--- src/rtl/ecg_clk_pkg.sv ---
// rtl/ecg_clk_pkg.sv - shared state encoding for the ECG clock-enable sequencer
package ecg_clk_pkg;

  typedef enum logic [1:0] {
    ST_OFF    = 2'd0,
    ST_WARMUP = 2'd1,
    ST_RUN    = 2'd2,
    ST_DRAIN  = 2'd3
  } state_e;

  function automatic logic is_active(input state_e s);
    return (s == ST_RUN) || (s == ST_DRAIN);
  endfunction

endpackage

--- src/rtl/sync_edge_det.sv ---
// rtl/sync_edge_det.sv - 2-FF synchronizer with toggle detect, masked while the pipeline primes
module sync_edge_det (
  input  logic clk,
  input  logic rst_n,
  input  logic din,
  output logic pulse
);

  logic       sync1;
  logic       sync2;
  logic       sync2_d;
  logic [1:0] mask_cnt;
  logic       armed;

  assign armed = (mask_cnt == 2'd2);
  assign pulse = armed & (sync2 ^ sync2_d);

  always_ff @(posedge clk) begin
    if (!rst_n) begin
      sync1    <= 1'b0;
      sync2    <= 1'b0;
      sync2_d  <= 1'b0;
      mask_cnt <= 2'd0;
    end else begin
      sync1 <= din;
      sync2 <= sync1;
      // While masked, sync2_d tracks what sync2 is about to become, so the
      // level present at reset release never appears as a toggle.
      sync2_d <= armed ? sync2 : sync1;
      if (!armed) mask_cnt <= mask_cnt + 2'd1;
    end
  end

endmodule

--- src/rtl/clk_en_seq.sv ---
// rtl/clk_en_seq.sv - run/stop sequencer producing a divided clock-enable strobe
module clk_en_seq
  import ecg_clk_pkg::*;
#(
  parameter int START_DLY = 3,
  parameter int STOP_DLY  = 4,
  parameter int DIV       = 2,
  parameter int CNT_W     = 8
) (
  input  logic       clk,
  input  logic       rst_n,
  input  logic       switch,
  output logic       clk_en,
  output logic       running,
  output logic       start_ack,
  output logic       stop_ack,
  output logic [1:0] state
);

  localparam logic [CNT_W-1:0] START_LAST = CNT_W'(START_DLY - 1);
  localparam logic [CNT_W-1:0] STOP_LAST  = CNT_W'(STOP_DLY - 1);
  localparam logic [CNT_W-1:0] DIV_LAST   = CNT_W'(DIV - 1);

  logic             sw_edge;
  state_e           state_q, state_n;
  logic [CNT_W-1:0] dly_cnt, dly_n;
  logic [CNT_W-1:0] div_cnt, div_n, div_wrap;
  logic             pending, pending_n;
  logic             start_ack_n, stop_ack_n;

  sync_edge_det u_sync (
    .clk   (clk),
    .rst_n (rst_n),
    .din   (switch),
    .pulse (sw_edge)
  );

  assign div_wrap = (div_cnt == DIV_LAST) ? '0 : div_cnt + CNT_W'(1);
  assign state    = state_q;

  always_comb begin
    state_n     = state_q;
    dly_n       = dly_cnt;
    div_n       = '0;
    pending_n   = pending;
    start_ack_n = 1'b0;
    stop_ack_n  = 1'b0;
    unique case (state_q)
      ST_OFF: begin
        if (sw_edge) begin
          state_n = ST_WARMUP;
          dly_n   = '0;
        end
      end
      ST_WARMUP: begin
        // A fresh toggle restarts the warm-up even on its final cycle.
        if (sw_edge) begin
          dly_n = '0;
        end else if (dly_cnt == START_LAST) begin
          state_n     = ST_RUN;
          start_ack_n = 1'b1;
          dly_n       = '0;
        end else begin
          dly_n = dly_cnt + CNT_W'(1);
        end
      end
      ST_RUN: begin
        div_n = div_wrap;
        if (sw_edge) begin
          state_n = ST_DRAIN;
          dly_n   = '0;
        end
      end
      ST_DRAIN: begin
        div_n = div_wrap;
        if (dly_cnt == STOP_LAST) begin
          state_n    = (pending || sw_edge) ? ST_WARMUP : ST_OFF;
          stop_ack_n = 1'b1;
          pending_n  = 1'b0;
          dly_n      = '0;
          div_n      = '0;
        end else begin
          dly_n = dly_cnt + CNT_W'(1);
          if (sw_edge) pending_n = 1'b1;
        end
      end
      default: state_n = ST_OFF;
    endcase
  end

  always_ff @(posedge clk) begin
    if (!rst_n) begin
      state_q   <= ST_OFF;
      dly_cnt   <= '0;
      div_cnt   <= '0;
      pending   <= 1'b0;
      clk_en    <= 1'b0;
      running   <= 1'b0;
      start_ack <= 1'b0;
      stop_ack  <= 1'b0;
    end else begin
      state_q   <= state_n;
      dly_cnt   <= dly_n;
      div_cnt   <= div_n;
      pending   <= pending_n;
      // Outputs are derived from next state so they align with the state they describe.
      running   <= is_active(state_n);
      clk_en    <= is_active(state_n) && (div_n == '0);
      start_ack <= start_ack_n;
      stop_ack  <= stop_ack_n;
    end
  end

endmodule
--- config.mk ---
export PLATFORM = sky130hd
export DESIGN_NAME = clk_en_seq
export DESIGN_NICKNAME = d
export VERILOG_FILES = /design/src/rtl/ecg_clk_pkg.sv /design/src/rtl/sync_edge_det.sv /design/src/rtl/clk_en_seq.sv
export SDC_FILE = /design/constraint.sdc
export NUM_CORES = 1
export LEC_CHECK = 0
export CAP_MARGIN = 20
export CORE_ASPECT_RATIO = 0.6
export CORE_MARGIN = 2
export CORE_UTILIZATION = 25
export CTS_BUF_LIST = sky130_fd_sc_hd__clkbuf_4 sky130_fd_sc_hd__clkbuf_8
export CTS_CLUSTER_DIAMETER = 200
export DETAILED_ROUTE_END_ITERATION = 12
export PLACE_DENSITY = 0.38
export SYNTH_ARGS = -nofsm -noshare
export SYNTH_HDL_FRONTEND = slang
export SYNTH_SLANG_ARGS = --single-unit
--- constraint.sdc ---
create_clock -name clk -period 5.3 [get_ports clk]
set_input_delay 1.06 -clock clk [delete_from_list [all_inputs] [get_ports clk]]
set_output_delay 1.06 -clock clk [all_outputs]
set_load 0.05 [all_outputs]
==> run metrics, run 1 <==
Net Sw Frac 27.19%; dpl hpwl 2.183 mm; Std-Cell Rows 20; GP Congestion 0.8202; CP bufs+invs 1; clock-pin slew on the worst setup and hold paths 90 ps; family with the most delay on the worst path buffers and inverters; setup TNS 0 ps; DRC viols 0; Max Fclk 0.3717 GHz; Cells after Synth 150; overall routing resource usage 10.82%; Mapped Area 1316 um^2; Core Area 5055 um^2; drt pass-1 iters 4; Slew @ Worst Pin 928.5 ps; die area 5881 um^2; maxcap violations 0; gr ovfl total 0; Max VDD drop 0.00007810 V; vias in the first global route 932; Max Slew Vio Count 0; min Tclk post-route 2690 ps; Primary FF master, synth dfxtp_1; Buffers on Ports 8; antenna viol nets, final 0; Int Pwr 297.3 uW; Final period util 50.76%; Cell Pwr Density 273.6 nW/um^2; WP data required 4240 ps; CTS Sinks 27; # setup viols final 0; Mapped Nets 158; Vias 1053; Iteration-0 DRC Markers 77; asr flop ratio synth 0%; Worst Path Arrival 1630 ps; nature of the critical path endpoint primary output; # diodes 0; Skew-Pair Late Insertion Delay 270 ps; M1 GR Usage 15.98%; area occupied by multi-input gates 710.7 um^2; post-synthesis cell type count 40; Seq/Total Area, Yosys 41.06%; CTS tree done; Clk pwr share 30.2%; final hold vios 0; Num CTS Buffers 3; Crit Path Class flop to primary output; setup bufs post-CTS 0; Rel. slew slack 38.10%; Sw Pwr 111.0 uW; register area 540.5 um^2; H-tree levels 1; grt peak-use layer met1; fillcell total 538; Comb pwr share 15.2%; Root Driver clkbuf_8; total wire length 2.916 mm; crit-path max FO 10; first-pass GRT wire length 4.836 mm; met3 track demand over resource 3.626%; Synth Area per Inst 8.775 um^2; EDFF count, synth 0; CP Cell Sequence clkdlybuf4s50_1; Vias/cell 4.786; Die Ht 60.21 um; cts-stage hold buffer count 0; Clock Skews 5.655 ps; #FFs+latches synth 27; sequential group share of total power 54.6%; clock buffer depth 2; initial antenna violation count 0; largest net degree at the start of global routing 16; Resized Gates After CTS 0; RSZ-0062 raised after global routing no; chip width 97.68 um; Startpoint Class flop; WL/cell 13.25 um; io pins 9; GR Util met2 14.48%; synth warn 0; Initial Util 26.04%; status finished clean; Lkg Pwr 0.4970 nW; slowest CP cell clkdlybuf4s50_1; layout cell share with drive strength beyond 1 5.844%; Tightest Hold Check Type flop to flop; Final #Nets 163; Final Power 408.4 uW; Area Overhead vs Synth 13.40%; crit-path max cell delay 860 ps
## cell families (layout without fill, tap and decap cells)
group	count (synthesis)	count (layout)	synth area share, %
AOI/OAI and AO/OA	30	30	16.73
xor gates and xnor gates	10	10	6.654
adders and majority gates	5	5	4.753
and+or+nand+nor	61	61	25.10
muxes	1	1	0.7605
buffers and inverters	16	20	4.943
DFF	27	27	41.06
## sequential cells by signal, summed over array words and instances (netlist names)
| signal | cells |
|---|---|
| clk_en | 1 |
| running | 1 |
| stop_ack | 1 |
| state | 1 |
| u_sync.sync2_d | 1 |
| u_sync.sync1 | 1 |
| div_cnt | 8 |
| u_sync.mask_cnt | 2 |
| u_sync.sync2 | 1 |
| pending | 1 |
| start_ack | 1 |
| dly_cnt | 8 |
## stage by stage
| stage | utilization [%] | hold WS [ps] | setup slack [ps] | cells | instance area (um^2) |
|---|---|---|---|---|---|
| finish | 29.53 | 493.2 | 2610 | 220 | 1493 |
| global route | 29.53 | 513.0 | 2521 | 220 | 1493 |
| CTS | 29.53 | 498.5 | 2593 | 220 | 1493 |
| detailed placement | 28.56 | 475.2 | 2905 | 216 | 1444 |
| global placement | 28.56 | 457.2 | 2851 | 216 | 1444 |
| floorplan | - | 434.2 | 3217 | 150 | 1316 |
## area by class of cell
cell class                 instances  area share, %
timing repair buffer               8          5.365
tap                               66          5.532
sequential                        27          36.21
multi-input combinational        107          47.61
clock buffer                       4          3.269
inverter                           8          2.012
## power groups by stage
| stage | logic, mW | clock network (mW) | registers (mW) |
|---|---|---|---|
| 2_1_floorplan | 0.0463 | 0 | 0.228 |
| 3_3_place_gp | 0.0596 | 0 | 0.227 |
| 3_5_place_dp | 0.0637 | 0 | 0.228 |
| 4_1_cts | 0.0641 | 0.131 | 0.223 |
| 5_1_grt | 0.0721 | 0.140 | 0.225 |
| 6_report | 0.0622 | 0.123 | 0.223 |
## path summary, 6_finish.rpt
check                                   startpoint           end  slack (ps)  depth (start not counted)
worst min register to register        u_sync.sync1  u_sync.sync2         490                          1
worst max register to register  u_sync.mask_cnt[0]    dly_cnt[7]        3180                          5
worst min-delay path                  u_sync.sync1  u_sync.sync2         490                          1
worst max-delay path                       running       running        2610                          1
## cell usage in the layout, fill, tap and decap left out, types with 2 or more instances in the layout
cell type	netlist	layout
ha_1	5	5
nor3_1	6	6
nand2_1	8	8
or4_1	2	2
o21ai_0	7	7
a211oi_1	8	8
a21oi_1	4	4
nand3_1	6	6
nand4_1	4	4
dfxtp_1	27	27
nor2_1	17	17
and2_1	3	3
xnor2_1	5	5
inv_1	8	8
o31ai_1	2	2
a31oi_1	2	2
or3_1	5	5
xor2_1	5	5
clkbuf_8	0	3
clkdlybuf4s50_1	0	8
## routing by layer
layer,wire [um],vias to the layer above
met5,0,-
met4,14,0
met3,108,2
met2,1074,13
met1,1718,485
li1,-,553
## cell usage after synthesis (all sizes together) (5+ instances only)
cell,n,area [um^2]
ha,5,62.56
inv,8,30.03
xnor2,5,43.79
dfxtp,27,540.5
xor2,5,43.79
o21ai,7,35.03
nand3,6,30.03
nor2,17,63.81
nand2,8,30.03
a211oi,8,60.06
nor3,7,40.04
clkbuf,5,18.77
or3,5,31.28
Power figures use the tool's default switching activity.
==> run 2, diff against run 1 <==
--- a/config.mk
+++ b/config.mk
@@ -12,7 +12,7 @@
 export CTS_BUF_LIST = sky130_fd_sc_hd__clkbuf_4 sky130_fd_sc_hd__clkbuf_8
 export CTS_CLUSTER_DIAMETER = 200
 export DETAILED_ROUTE_END_ITERATION = 12
-export PLACE_DENSITY = 0.38
+export PLACE_DENSITY = 0.4
 export SYNTH_ARGS = -nofsm -noshare
 export SYNTH_HDL_FRONTEND = slang
 export SYNTH_SLANG_ARGS = --single-unit
==> constraint.sdc (replaced) <==
create_clock -name clk -period 2.4 [get_ports clk]
set_input_delay 0.48 -clock clk [delete_from_list [all_inputs] [get_ports clk]]
set_output_delay 0.48 -clock clk [all_outputs]
set_load 0.05 [all_outputs]
==> run metrics, run 2 (synthesis gave the netlist of run 1 again) <==
status finished clean (unchanged); Clk pwr share 30.4% (was 30.2%); sequential group share of total power 54.4% (was 54.6%); Skew-Pair Late Insertion Delay 270 ps (about the same); nature of the critical path endpoint flop (was primary output); Slew @ Worst Pin 946.9 ps (was 928.5 ps); Final #Nets 165 (was 163); grt peak-use layer met1 (unchanged); Num CTS Buffers 3 (unchanged); Rel. slew slack 36.88% (was 38.10%); CTS tree done (unchanged); dpl hpwl 2.108 mm (was 2.183 mm); total wire length 2.899 mm (was 2.916 mm); crit-path max cell delay 740 ps (was 860 ps); Final period util 92.23%; # diodes 0 (unchanged); Sw Pwr 247.2 uW (was 111.0 uW); Crit Path Class flop to flop (was flop to primary output); M1 GR Usage 16.18% (was 15.98%); WL/cell 13.06 um (was 13.25 um); chip width 97.68 um (unchanged); GR Util met2 14.29% (was 14.48%); Lkg Pwr 0.5079 nW (was 0.4970 nW); critical path depth in cells 4 (was 1); Tightest Hold Check Type flop to flop (unchanged); R2R depth 4 (was 5); Root Driver clkbuf_8 (unchanged); Cell Pwr Density 598.9 nW/um^2 (was 273.6 nW/um^2); Design Area, Final 1508 um^2 (was 1493 um^2); initial antenna violation count 0 (unchanged); Clock Skews 3.304 ps (was 5.655 ps); gr ovfl total 0 (unchanged); Startpoint Class flop (unchanged); worst reg-to-reg setup slack 190 ps (was 3180 ps); slowest CP cell or4_2 (was clkdlybuf4s50_1); Area Overhead vs Synth 14.54% (was 13.40%); met3 track demand over resource 3.626% (unchanged); H-tree levels 1 (unchanged); GP Congestion 0.7331 (was 0.8202); crit-path max FO 15 (was 10); Max VDD drop 0.0002033 V (was 0.00007810 V); Max Fclk 0.4518 GHz; layout cell share with drive strength beyond 1 7.051% (was 5.844%); commonest cells after routing, fill and taps aside dfxtp_1, nor2_1 (unchanged); Std-Cell Rows 20 (unchanged); first-pass GRT wire length 4.912 mm (was 4.836 mm); overall routing resource usage 10.61% (was 10.82%); CP Cell Sequence xor2_1 -> a21oi_1 -> or4_2 -> a211oi_1 (was clkdlybuf4s50_1); clock-pin slew on the worst setup and hold paths 90 ps (about the same); largest net degree at the start of global routing 16 (unchanged); drt pass-1 iters 4 (unchanged); cts-stage hold buffer count 0 (unchanged); CTS Sinks 27 (unchanged); biggest regs div_cnt x8, dly_cnt x8, u_sync.mask_cnt x2 (unchanged); Iteration-0 DRC Markers 86 (was 77); WP data required 2590 ps (was 4240 ps); Net Sw Frac 27.37% (was 27.19%); placed instance area 1459 um^2 (was 1444 um^2); io pins 9 (unchanged); DRC viols 0 (unchanged); setup bufs post-CTS 0 (unchanged); commonest non-fill, non-tap cell in the layout dfxtp_1 (unchanged); worst hold stages 1 (unchanged); die area 5881 um^2 (unchanged); CP bufs+invs 0 (was 1); Initial Util 26.04% (unchanged); Core Area 5055 um^2 (unchanged); Comb pwr share 15.2% (about the same); setup TNS 0 ps (unchanged); fillcell total 539 (was 538); # setup viols final 0 (unchanged); Die Ht 60.21 um (unchanged); maxcap violations 0 (unchanged); min Tclk post-route 2213 ps; Buffers on Ports 8 (unchanged); Worst Path Arrival 2400 ps (was 1630 ps); RSZ-0062 raised after global routing no (unchanged); vias in the first global route 971 (was 932); Vias/cell 4.905 (was 4.786); Vias 1089 (was 1053); final hold vios 0 (unchanged); family with the most delay on the worst path simple AND/OR/NAND/NOR gates (was buffers and inverters); Resized Gates After CTS 0 (unchanged); clock buffer depth 2 (unchanged); Max Slew Vio Count 0 (unchanged); antenna viol nets, final 0 (unchanged); Int Pwr 655.8 uW (was 297.3 uW)
run 2: layout make-up:
type,count,area (um^2),area share [%]
clock buffers,4,48.80,3.237
inverters,8,30.03,1.992
multi-input cells,107,710.7,47.14
flip-flops and latches,27,540.5,35.85
well taps,66,82.58,5.477
repair buffers,10,95.09,6.307
run 2: layer usage:
| layer | vias up | wire length (um) |
|---|---|---|
| met5 | - | 0 |
| met3 | 2 | 114 |
| li1 | 553 | - |
| met4 | 0 | 15 |
| met1 | 520 | 1675 |
| met2 | 14 | 1093 |
run 2: final timing paths:
| kind | startpoint | endpoint |
|---|---|---|
| worst max-delay path | u_sync.sync2 | dly_cnt[7] |
| worst min-delay path | u_sync.sync1 | u_sync.sync2 |
| worst min register to register | u_sync.sync1 | u_sync.sync2 |
| worst max register to register | u_sync.sync2 | dly_cnt[7] |
run 2: metrics by stage:
step	cells	total power [mW]	hold WS [ps]	worst slack [ps]	util, %
6_report	222	0.9029	499.9	186.6	29.83
5_1_grt	222	0.9561	513.7	116.5	29.83
4_1_cts	222	0.9148	502.8	216.9	29.83
3_5_place_dp	218	0.6383	476.8	215.9	28.86
3_3_place_gp	218	0.6369	460.8	298.1	28.86
2_1_floorplan	150	0.6058	434.2	561.1	-
run 2: power by group through the flow:
stage	Sequential, mW	Combinational, mW	Clock, mW
after floorplan	0.504	0.102	0
after global placement	0.501	0.136	0
after detailed placement	0.502	0.137	0
after CTS	0.491	0.138	0.286
after global routing	0.494	0.156	0.306
final	0.491	0.137	0.275
